## config.mk

```make
export PLATFORM = sky130hd
export DESIGN_NAME = trap_ctrl_flat
export DESIGN_NICKNAME = d
export VERILOG_FILES = /design/src/rtl/trap_pkg.sv /design/src/rtl/trap_ctrl_if.sv /design/src/rtl/irq_sync.sv /design/src/rtl/trap_ctrl.sv /design/src/flat_wrapper.sv
export SDC_FILE = /design/constraint.sdc
export NUM_CORES = 1
export LEC_CHECK = 0
export BUFFER_PORTS_ARGS = -buffer_cell sky130_fd_sc_hd__buf_2
export CORE_MARGIN = 2
export CORE_UTILIZATION = 30
export CTS_CLUSTER_SIZE = 16
export DETAILED_ROUTE_END_ITERATION = 10
export HOLD_SLACK_MARGIN = 0.06
export PLACE_DENSITY = 0.52
export SYNTH_ARGS = -nofsm -noshare
export SYNTH_HDL_FRONTEND = slang
export SYNTH_SLANG_ARGS = --single-unit
```

## constraint.sdc

```tcl
create_clock -name clock -period 3.8 [get_ports clock]
set_input_delay 0.38 -clock clock [delete_from_list [all_inputs] [get_ports clock]]
set_output_delay 0.38 -clock clock [all_outputs]
set_load 0.02 [all_outputs]
```

## src/rtl/trap_pkg.sv

```systemverilog
// Shared CSR addresses, cause codes, mstatus/mie bit positions and the
// sequencer state encoding for the machine-mode trap controller.
package trap_pkg;

    localparam logic [31:0] CSR_MSTATUS = 32'h0000_0300;
    localparam logic [31:0] CSR_MIE     = 32'h0000_0304;
    localparam logic [31:0] CSR_MEPC    = 32'h0000_0341;
    localparam logic [31:0] CSR_MIP     = 32'h0000_0344;

    localparam logic [3:0] CAUSE_MEI = 4'd11;
    localparam logic [3:0] CAUSE_MTI = 4'd7;

    localparam int MST_MIE  = 3;
    localparam int MST_MPIE = 7;
    localparam int MIE_MTIE = 7;
    localparam int MIE_MEIE = 11;

    // mepc is always word aligned
    localparam logic [31:0] EPC_MASK = 32'hFFFF_FFFC;

    typedef enum logic [2:0] {
        IDLE,
        T_EPC,
        T_STAT,
        T_MIP,
        T_JMP,
        R_RD,
        R_STAT,
        R_JMP
    } state_e;

    // Trap entry: stash MIE into MPIE and mask interrupts.
    function automatic logic [31:0] trap_mstatus(input logic [31:0] mst);
        logic [31:0] r;
        r           = mst;
        r[MST_MPIE] = mst[MST_MIE];
        r[MST_MIE]  = 1'b0;
        return r;
    endfunction

    // Trap return: restore MIE from MPIE and set MPIE.
    function automatic logic [31:0] mret_mstatus(input logic [31:0] mst);
        logic [31:0] r;
        r           = mst;
        r[MST_MIE]  = mst[MST_MPIE];
        r[MST_MPIE] = 1'b1;
        return r;
    endfunction

endpackage

```

## src/rtl/trap_ctrl_if.sv

```systemverilog
// Pipeline/CSR-side bundle of the trap controller; master is the controller,
// slave is the execute stage plus csr_reg that surround it.
interface trap_ctrl_if;

    logic        irq_ext_i;
    logic        irq_timer_i;
    logic        instr_valid_i;
    logic [31:0] pc_i;
    logic        mret_i;
    logic        snp_wr_i;
    logic [31:0] snp_addr_i;
    logic [31:0] snp_data_i;
    logic [31:0] csr_rdata_i;
    logic        csr_own_o;
    logic [31:0] csr_addr_o;
    logic [31:0] csr_wdata_o;
    logic        csr_red_o;
    logic        csr_write_o;
    logic        stall_o;
    logic        flush_o;
    logic        redirect_o;
    logic [31:0] redirect_pc_o;

    modport master (
        input  irq_ext_i, irq_timer_i, instr_valid_i, pc_i, mret_i,
        input  snp_wr_i, snp_addr_i, snp_data_i, csr_rdata_i,
        output csr_own_o, csr_addr_o, csr_wdata_o, csr_red_o, csr_write_o,
        output stall_o, flush_o, redirect_o, redirect_pc_o
    );

    modport slave (
        output irq_ext_i, irq_timer_i, instr_valid_i, pc_i, mret_i,
        output snp_wr_i, snp_addr_i, snp_data_i, csr_rdata_i,
        input  csr_own_o, csr_addr_o, csr_wdata_o, csr_red_o, csr_write_o,
        input  stall_o, flush_o, redirect_o, redirect_pc_o
    );

endinterface

```

## src/rtl/irq_sync.sv

```systemverilog
// Multi-flop synchronizer bringing one asynchronous level IRQ into the clock domain.
module irq_sync #(
    parameter int STAGES = 2
) (
    input  logic clock,
    input  logic reset,
    input  logic d,
    output logic q
);

    logic [STAGES-1:0] chain_reg;

    always_ff @(posedge clock or negedge reset) begin
        if (!reset) begin
            chain_reg <= '0;
        end else begin
            chain_reg <= {chain_reg[STAGES-2:0], d};
        end
    end

    assign q = chain_reg[STAGES-1];

endmodule

```

## src/rtl/trap_ctrl.sv

```systemverilog
// Machine-mode interrupt entry / MRET sequencer. Borrows csr_reg's single port
// for a few cycles, stalls the pipeline, and finishes with a flush+redirect.
module trap_ctrl
    import trap_pkg::*;
#(
    parameter logic [31:0] MTVEC_BASE  = 32'h0000_0100,
    parameter bit          VECTORED    = 1'b0,
    parameter int          SYNC_STAGES = 2
) (
    input  logic         clock,
    input  logic         reset,
    trap_ctrl_if.master  bus
);

    // index 1 = external, index 0 = timer
    logic [1:0] irq_raw;
    logic [1:0] irq_sync_q;

    assign irq_raw = {bus.irq_ext_i, bus.irq_timer_i};

    for (genvar gi = 0; gi < 2; gi++) begin : g_irq_sync
        irq_sync #(
            .STAGES (SYNC_STAGES)
        ) u_irq_sync (
            .clock (clock),
            .reset (reset),
            .d     (irq_raw[gi]),
            .q     (irq_sync_q[gi])
        );
    end

    state_e      state_reg;
    logic [31:0] epc_q;
    logic [3:0]  cause_q;
    logic [31:0] mip_q;
    logic [31:0] mst_q;
    logic [1:0]  mie_q;          // {MEIE, MTIE}; other mie bits never matter here
    logic [31:0] csr_addr_reg;
    logic [31:0] csr_wdata_reg;
    logic        csr_red_reg;
    logic        csr_write_reg;
    logic        redirect_reg;
    logic [31:0] redirect_pc_reg;

    logic [1:0]  pend;
    logic        idle;
    logic        take;
    logic        mret_go;
    logic [31:0] mip_next;
    logic [31:0] trap_target;

    assign idle    = (state_reg == IDLE);
    assign pend    = irq_sync_q & mie_q;
    assign take    = idle & bus.instr_valid_i & mst_q[MST_MIE] & (|pend);
    // An interrupt wins over an MRET in the same cycle; the MRET re-executes later.
    assign mret_go = idle & bus.instr_valid_i & bus.mret_i & ~take;

    always_comb begin
        mip_next           = '0;
        mip_next[MIE_MEIE] = irq_sync_q[1];
        mip_next[MIE_MTIE] = irq_sync_q[0];
    end

    assign trap_target = VECTORED ? (MTVEC_BASE + {26'd0, cause_q, 2'b00}) : MTVEC_BASE;

    always_ff @(posedge clock or negedge reset) begin
        if (!reset) begin
            state_reg       <= IDLE;
            epc_q           <= '0;
            cause_q         <= '0;
            mip_q           <= '0;
            mst_q           <= '0;
            mie_q           <= '0;
            csr_addr_reg    <= '0;
            csr_wdata_reg   <= '0;
            csr_red_reg     <= 1'b0;
            csr_write_reg   <= 1'b0;
            redirect_reg    <= 1'b0;
            redirect_pc_reg <= '0;
        end else begin
            // Every output is a one-state pulse unless the next state re-asserts it.
            csr_addr_reg    <= '0;
            csr_wdata_reg   <= '0;
            csr_red_reg     <= 1'b0;
            csr_write_reg   <= 1'b0;
            redirect_reg    <= 1'b0;
            redirect_pc_reg <= '0;

            case (state_reg)
                IDLE: begin
                    if (bus.snp_wr_i && bus.snp_addr_i == CSR_MSTATUS) begin
                        mst_q <= bus.snp_data_i;
                    end
                    if (bus.snp_wr_i && bus.snp_addr_i == CSR_MIE) begin
                        mie_q <= {bus.snp_data_i[MIE_MEIE], bus.snp_data_i[MIE_MTIE]};
                    end
                    if (take) begin
                        epc_q         <= bus.pc_i & EPC_MASK;
                        cause_q       <= pend[1] ? CAUSE_MEI : CAUSE_MTI;
                        mip_q         <= mip_next;
                        state_reg     <= T_EPC;
                        csr_addr_reg  <= CSR_MEPC;
                        csr_wdata_reg <= bus.pc_i & EPC_MASK;
                        csr_write_reg <= 1'b1;
                    end else if (mret_go) begin
                        state_reg    <= R_RD;
                        csr_addr_reg <= CSR_MEPC;
                        csr_red_reg  <= 1'b1;
                    end
                end
                T_EPC: begin
                    state_reg     <= T_STAT;
                    mst_q         <= trap_mstatus(mst_q);
                    csr_addr_reg  <= CSR_MSTATUS;
                    csr_wdata_reg <= trap_mstatus(mst_q);
                    csr_write_reg <= 1'b1;
                end
                T_STAT: begin
                    state_reg     <= T_MIP;
                    csr_addr_reg  <= CSR_MIP;
                    csr_wdata_reg <= mip_q;
                    csr_write_reg <= 1'b1;
                end
                T_MIP: begin
                    state_reg       <= T_JMP;
                    redirect_reg    <= 1'b1;
                    redirect_pc_reg <= trap_target;
                end
                T_JMP: begin
                    state_reg <= IDLE;
                end
                R_RD: begin
                    // csr_reg answers the read combinationally while csr_red_o is high
                    epc_q         <= bus.csr_rdata_i & EPC_MASK;
                    state_reg     <= R_STAT;
                    mst_q         <= mret_mstatus(mst_q);
                    csr_addr_reg  <= CSR_MSTATUS;
                    csr_wdata_reg <= mret_mstatus(mst_q);
                    csr_write_reg <= 1'b1;
                end
                R_STAT: begin
                    state_reg       <= R_JMP;
                    redirect_reg    <= 1'b1;
                    redirect_pc_reg <= epc_q;
                end
                R_JMP: begin
                    state_reg <= IDLE;
                end
                default: begin
                    state_reg <= IDLE;
                end
            endcase
        end
    end

    assign bus.csr_own_o     = ~idle;
    assign bus.csr_addr_o    = csr_addr_reg;
    assign bus.csr_wdata_o   = csr_wdata_reg;
    assign bus.csr_red_o     = csr_red_reg;
    assign bus.csr_write_o   = csr_write_reg;
    assign bus.stall_o       = take | mret_go | ~idle;
    assign bus.flush_o       = redirect_reg;
    assign bus.redirect_o    = redirect_reg;
    assign bus.redirect_pc_o = redirect_pc_reg;

endmodule

```

## src/flat_wrapper.sv

```systemverilog
// flat-port wrapper written by rule: the top's interface ports become plain ports
module trap_ctrl_flat import trap_pkg::*;
#(
    parameter logic [31:0] MTVEC_BASE  = 32'h0000_0100,
    parameter bit          VECTORED    = 1'b0,
    parameter int          SYNC_STAGES = 2
)
  (clock, reset, bus_irq_ext_i, bus_irq_timer_i, bus_instr_valid_i, bus_pc_i, bus_mret_i, bus_snp_wr_i, bus_snp_addr_i, bus_snp_data_i, bus_csr_rdata_i, bus_csr_own_o, bus_csr_addr_o, bus_csr_wdata_o, bus_csr_red_o, bus_csr_write_o, bus_stall_o, bus_flush_o, bus_redirect_o, bus_redirect_pc_o);
  trap_ctrl_if bus_i ();
  input  logic clock;
  input  logic reset;
  input wire logic [$bits(bus_i.irq_ext_i)-1:0] bus_irq_ext_i;
  input wire logic [$bits(bus_i.irq_timer_i)-1:0] bus_irq_timer_i;
  input wire logic [$bits(bus_i.instr_valid_i)-1:0] bus_instr_valid_i;
  input wire logic [$bits(bus_i.pc_i)-1:0] bus_pc_i;
  input wire logic [$bits(bus_i.mret_i)-1:0] bus_mret_i;
  input wire logic [$bits(bus_i.snp_wr_i)-1:0] bus_snp_wr_i;
  input wire logic [$bits(bus_i.snp_addr_i)-1:0] bus_snp_addr_i;
  input wire logic [$bits(bus_i.snp_data_i)-1:0] bus_snp_data_i;
  input wire logic [$bits(bus_i.csr_rdata_i)-1:0] bus_csr_rdata_i;
  output wire logic [$bits(bus_i.csr_own_o)-1:0] bus_csr_own_o;
  output wire logic [$bits(bus_i.csr_addr_o)-1:0] bus_csr_addr_o;
  output wire logic [$bits(bus_i.csr_wdata_o)-1:0] bus_csr_wdata_o;
  output wire logic [$bits(bus_i.csr_red_o)-1:0] bus_csr_red_o;
  output wire logic [$bits(bus_i.csr_write_o)-1:0] bus_csr_write_o;
  output wire logic [$bits(bus_i.stall_o)-1:0] bus_stall_o;
  output wire logic [$bits(bus_i.flush_o)-1:0] bus_flush_o;
  output wire logic [$bits(bus_i.redirect_o)-1:0] bus_redirect_o;
  output wire logic [$bits(bus_i.redirect_pc_o)-1:0] bus_redirect_pc_o;
  assign bus_i.irq_ext_i = bus_irq_ext_i;
  assign bus_i.irq_timer_i = bus_irq_timer_i;
  assign bus_i.instr_valid_i = bus_instr_valid_i;
  assign bus_i.pc_i = bus_pc_i;
  assign bus_i.mret_i = bus_mret_i;
  assign bus_i.snp_wr_i = bus_snp_wr_i;
  assign bus_i.snp_addr_i = bus_snp_addr_i;
  assign bus_i.snp_data_i = bus_snp_data_i;
  assign bus_i.csr_rdata_i = bus_csr_rdata_i;
  assign bus_csr_own_o = bus_i.csr_own_o;
  assign bus_csr_addr_o = bus_i.csr_addr_o;
  assign bus_csr_wdata_o = bus_i.csr_wdata_o;
  assign bus_csr_red_o = bus_i.csr_red_o;
  assign bus_csr_write_o = bus_i.csr_write_o;
  assign bus_stall_o = bus_i.stall_o;
  assign bus_flush_o = bus_i.flush_o;
  assign bus_redirect_o = bus_i.redirect_o;
  assign bus_redirect_pc_o = bus_i.redirect_pc_o;
  trap_ctrl #(.MTVEC_BASE(MTVEC_BASE), .VECTORED(VECTORED), .SYNC_STAGES(SYNC_STAGES)) u_core (.clock(clock), .reset(reset), .bus(bus_i));
endmodule
```

Yosys cells after proc, flatten, opt, wreduce, memory -nomap -nowiden. Cells that the tools add are included.

Output and inout bits: 102. Bits in registers: 174. Input bits: 135. Word-level logic and storage cells: 72.

Multiplexer cells: 19. Reductions and logical operators: 15. Eq/ne operators: 12. Bitwise logic cells: 12.

Operators by type and width (count): $pmux W32 S3 (2); $mux W32 (4); $pmux W32 S2 (2); $pmux W32 S4 (1); $eq A32 B10 Y1 const B (2); $pmux W3 S7 (1); $eq A3 B3 Y1 const B (4); $mux W10 (1); $reduce_and A2 Y1 (4); $reduce_or A2 Y1 (4); $eq A3 B2 Y1 const B (2); $mux W3 (2); $and A1 B1 Y1 (5); $mux W1 (5); $ne A2 B2 Y1 const B (2); $not A1 Y1 (4); $reduce_and A4 Y1 (1); $eq A3 B1 Y1 const B (1); $logic_not A3 Y1 (1); $ne A3 B3 Y1 const B (1); $reduce_bool A3 Y1 (1); $reduce_or A3 Y1 (1); $and A2 B2 Y2 (1); $logic_and A1 B1 Y1 (2); 3 further kinds (4).

Depth between registers and ports, before layout.
Depth after elaboration: 9. Gate-level depth with buffers: 8. Gate-level depth less buffers: 5.

Modules after synthesis. Synthesis repeated with hierarchy kept, for this count alone.

Cell total of the unflattened synthesis: 469. Area, all modules: 5612.9 sq um.

Modules (own cells, without submodules): trap_ctrl (sequential area each 3453.3 sq um, times used 1, area an instance 5512.8 sq um, cells an instance 465); irq_sync (sequential area each 50.0 sq um, times used 2, area an instance 50.0 sq um, cells an instance 2).

Worst setup path before layout. OpenSTA, ideal clock, no wires.

Kind: input to register. From: in bus_snp_addr_i[12]. To: reg u_core.mie_q[0]. Path buffers: 0. Data arrival time: 1.605 ns. Stages: 4. Setup time: 0.125 ns. Path slack: 2.070 ns. Data required time: 3.675 ns. Cells stage by stage: or4_4 -> nor2_4 -> and4_2 -> mux2_2.

Longest elaborated chain between the ends: 3.

Ends and longest elaborated chain: start, declared (RTL line flat_wrapper.sv:18) `input wire logic [$bits(bus_i.snp_addr_i)-1:0] bus_snp_addr_i;`; $eq A32 B10 Y1 (RTL line trap_ctrl.sv:94) `if (bus.snp_wr_i && bus.snp_addr_i == CSR_MIE) begin`; $logic_and A1 B1 Y1 (RTL line trap_ctrl.sv:94); $reduce_and A2 Y1 (no source line); end signal, assigned (RTL line trap_ctrl.sv:95) `mie_q <= {bus.snp_data_i[MIE_MEIE], bus.snp_data_i[MIE_MTIE]};`; end, declared (RTL line trap_ctrl.sv:37) `logic [1:0] mie_q;`.

Every way passes these cells. A chain may end at the register's enable or synchronous reset.

Worst setup path in the final report.
From: reg u_core.state_reg[1]. To: reg u_core.epc_q[12].

Longest elaborated chain between the ends: 6. Elaborated cells on any way between the ends: 9. Those cells by class: 2 x eq/ne; 1 x mux; 3 x bitwise; 3 x reduce/logical.

Ends and longest elaborated chain: start, declared (RTL line trap_ctrl.sv:32) `state_e state_reg;`; start signal, assigned (RTL line trap_ctrl.sv:68) `state_reg <= IDLE;`; start signal, assigned (RTL line trap_ctrl.sv:101) `state_reg <= T_EPC;`; start signal, assigned (RTL line trap_ctrl.sv:106) `state_reg <= R_RD;`; $logic_not A3 Y1 (RTL line trap_ctrl.sv:52, trap_ctrl.sv:89); $and A1 B1 Y1 (3 in a row) (RTL line trap_ctrl.sv:54) `assign take = idle & bus.instr_valid_i & mst_q[MST_MIE] & (|pend);`; $ne A2 B2 Y1 (no source line); $reduce_and A2 Y1 (no source line); end signal, assigned (RTL line trap_ctrl.sv:98) `epc_q <= bus.pc_i & EPC_MASK;`; end signal, assigned (RTL line trap_ctrl.sv:134) `epc_q <= bus.csr_rdata_i & EPC_MASK;`; end, declared (RTL line trap_ctrl.sv:33) `logic [31:0] epc_q;`.

Parallel ways exist; a longest one is shown, timed or not.

==> out/results.env <==
CLOCK_PATH_BUFFERS=2
CRITPATHARRIVALTIME_NS=2.67
CLK_LATENCY_NS=0.42
PLACE_AREA_UM2=6880
ROUTE.DETAILED.VIAS_PER_INST=4.36
GRT_MAX_DEGREE=98
OUTCOME='complete, no violations'
TIMING.FINAL.HOLD_VIOLATIONS=0
CLOCK_PIN_SLEW_REPORTED_FOR_THE_WORST_SETUP_AND_HOLD_PATHS_AFTER_CLOCK_TREE_SYNTHESIS_NS=0.06
POST-PLACE-WS_NS=1.42
GROUTE.USAGE.OVERALL_PCT=14.8
SYNTH_TOP_AREA_SHARE_PCT=61.4
DRV.MAX_CAP_VIOLATION_COUNT=0
DIE_EXTENT_IN_X_UM=143
DESIGN.PORTCOUNT=237
DPL.HPWL_MM=10.6
CRITPATHKIND='flop to flop'
SYNTH_SEQ_CELLS=142
FIN_CRIT_SH_PCT=61.1
SLEW_VIOLS_FINAL=0
GRT_PASS1_VIAS=4406
CLOCK_TREE_FROM_TRITONCTS='yes'
NUMPORTBUFFERS=203
CRITICAL_R2R_CAPTURE='u_core.epc_q[12]'
CLOCK-ROOT-BUFFER='clkbuf_16'
SYNTH_WARNINGS=0
STATIC-LEAKAGE-POWER_nW=4.14
MIN_PERIOD_NS=2.32
SETUP_REPAIR_AFTER_GLOBAL_ROUTING_MISSED_ITS_MARGIN='false'
WHS_NS=0.0193
LAYOUT-DRIVE-GT1-SHARE_PCT=38.4
GRT_PASS1_WL_MM=22.9
REPORT.POWER.TOTAL_mW=4.46
FINCLKSKEW_NS=0.00553
FINAL_CELLS=997
DRT_DRC_VIOLATIONS_LEFT=0
FIRSTDRTPASSITERS=4
VIAS=4351
FLOORPLAN.INITIALDENSITY_PCT=30.7
CRITICAL_PATH.STARTPOINT_TYPE='flop'
NNETSFINAL=860
POWER-PER-CELL-AREA_nW_PER_UM2=597
SYNTH.TOP_CELLS.BY_AREA='dfrtp_1 61%, nand2_1 10%, buf_4 4.5%, o21ai_2 4.5%, and2_1 3.6%'
SLEW_HEADROOM_PCT=29.8
SYNTH_CELL_TYPES=35
YOSYSSEQAREASHARE_PCT=61.4
SYN-MEAN-INSTANCE-AREA_UM2=10.9
SETUP_VIOL=0
CP-END-KIND='flop'
POST-ROUTE-WORST-SETUP-SLACK_NS=1.48
WORST-R2R-SETUP-SLACK_NS=1.48
ROWS=50
ANTENNA_LEFT=0
WORST-PATH-MAX-FANOUT=33
SYN_INST=530
PEAKVDDDROP_mV=0.284
WORST-ENDPOINT-REQUIRED_NS=4.15
DIE-HEIGHT_UM=143
ANTENNA_FOUND_INITIAL=0
FINAL_WTD_CONGESTION=0.762
WORSTHOLDPATHTYPE='primary input to asynchronous set/reset pin'
MAX_FREQ_MHz=431
CTS_MADE_BUFFERS=17
DETAIL_ROUTE.ITER0.VIOLATIONS=176
GRT_REMAINING_OVERFLOW=0
FLOORPLAN.CORE_AREA_UM2=18800
SYN_AREA_UM2=5780
WORST_R2R_PATH_DEPTH=5
NETLIST.TOP_CELL.BY_AREA='dfrtp_1'
STARTPOINT='u_core.state_reg[1]'
WL_PER_CELL_UM=15.0
CORE_OCCUPANCY_IN_THE_FINISHED_LAYOUT_PCT=39.7
DETAIL_ROUTE.WIRELENGTH_MM=15.0
DIODES=0
SYNTH_TO_LAYOUT_AREA_GROWTH_PCT=29.2
DIE_AREA_UM2=20400
WORST_SLEW_PIN_SLEW_NS=1.05
CLOCK_SINK_COUNT=142
FINALSETUPTNS_NS=0
NUMBER_OF_RESIZED_INSTANCES_IN_THE_POST_CTS_REPAIR_STEP=0
DESIGN_AREA_UM2=7470
HTREEDEPTH=4
PLACEDCELLCOUNT=964
CRITICAL_PATH.REG2REG.STARTPOINT='u_core.state_reg[1]'
## layer usage
layer	up-vias	track usage, %	wire length [µm]
met1	2072	18.5	6670
met4	0	5.05	182
li1	2093	-	-
met3	13	4.16	867
met2	173	24.8	7240
met5	-	0	0
## repair_timing
| item | CTS | global route |
|---|---|---|
| hold endpoints to repair | 2 | 0 |
| hold buffers | 2 | 0 |
| buffers inserted | 0 | 0 |
## worst max-delay path, cell delays in order (launching register included)
cell and delay, ns:
dfrtp_1 0.46, nor4b_2 0.43, and3b_2 0.60, buf_4 0.46, a22oi_1 0.18, nand2_1 0.10
## synthesized netlist by cell type
master and number:
a22oi_1 21, and4_2 2, buf_2 6, and3_1 1, xor2_1 1, nor4b_1 1, nor4b_2 1, and2_1 33
nor3_1 1, or3_1 1, buf_4 35, o211ai_1 2, a222oi_1 1, conb_1 1, nor4_1 4, or4_4 2
clkbuf_1 16, a31oi_1 10, nor2_1 15, a22o_1 18, nor2_4 1, nand2b_1 2, nand3_1 3, o21ai_0 4
nor4bb_1 1, and3b_1 2, inv_1 5, o21ai_2 30, nand2_1 156, dfrtp_1 142, buf_6 6, nand4b_4 1
mux2_2 2, nor2b_1 2, mux2i_1 1
## layout make-up
class | instances | area, µm²
timing repair buffer | 211 | 1090
tap | 260 | 325
clock inverter | 10 | 114
inverter | 5 | 18.8
clock buffer | 21 | 460
multi-input combinational | 348 | 1910
fill | 1897 | 11400
sequential | 142 | 3550
## kinds of logic after synthesis
logic type                after synthesis  share of synthesized area (%)
DFF                                   142                           61.4
buffers and inverters                  68                           7.59
AOI/OAI and AO/OA                      86                           11.9
xor gates and xnor gates                1                          0.151
and+or+nand+nor                       229                           18.3
other                                   1                         0.0648
muxes                                   3                          0.563
## how the worst max path moves through the flow
| stage | to | slack (ns) | cells past startpoint |
|---|---|---|---|
| 5_1_grt | u_core.epc_q[3] | 1.30 | 5 |
| 3_5_place_dp | u_core.epc_q[12] | 1.42 | 5 |
| 4_1_cts | u_core.epc_q[12] | 1.41 | 5 |
| 2_1_floorplan | u_core.mie_q[0] | 2.07 | 4 |
| 6_report | u_core.epc_q[12] | 1.48 | 5 |
| 3_3_place_gp | u_core.epc_q[3] | 1.46 | 5 |
## power breakdown
group	total, mW	internal [mW]	switching, mW
clock	1.62	0.995	0.630
sequential	1.89	1.76	0.129
combinational	0.943	0.313	0.630
## cell usage in the layout, fill, tap and decap left out, types with 2 or more instances in the layout
| cell | n |
|---|---|
| clkinvlp_4 | 4 |
| conb_1 | 29 |
| clkinv_2 | 3 |
| nor2_2 | 3 |
| dlygate4sd3_1 | 2 |
| o21ai_0 | 4 |
| nor4_1 | 4 |
| clkbuf_8 | 2 |
| and2_1 | 33 |
| dfrtp_1 | 142 |
| inv_1 | 5 |
| buf_2 | 202 |
| bufinv_16 | 2 |
| nand2_1 | 156 |
| nor2_1 | 12 |
| a31oi_1 | 10 |
| clkbuf_16 | 17 |
| o21ai_2 | 30 |
| o211ai_1 | 2 |
| a22o_1 | 18 |
| clkbuf_1 | 2 |
| and4_2 | 2 |
| a22oi_1 | 21 |
| buf_4 | 6 |
| or4_4 | 2 |
| mux2_2 | 2 |
| nand3_1 | 3 |
No activity file was read; power rests on OpenSTA's default activity.
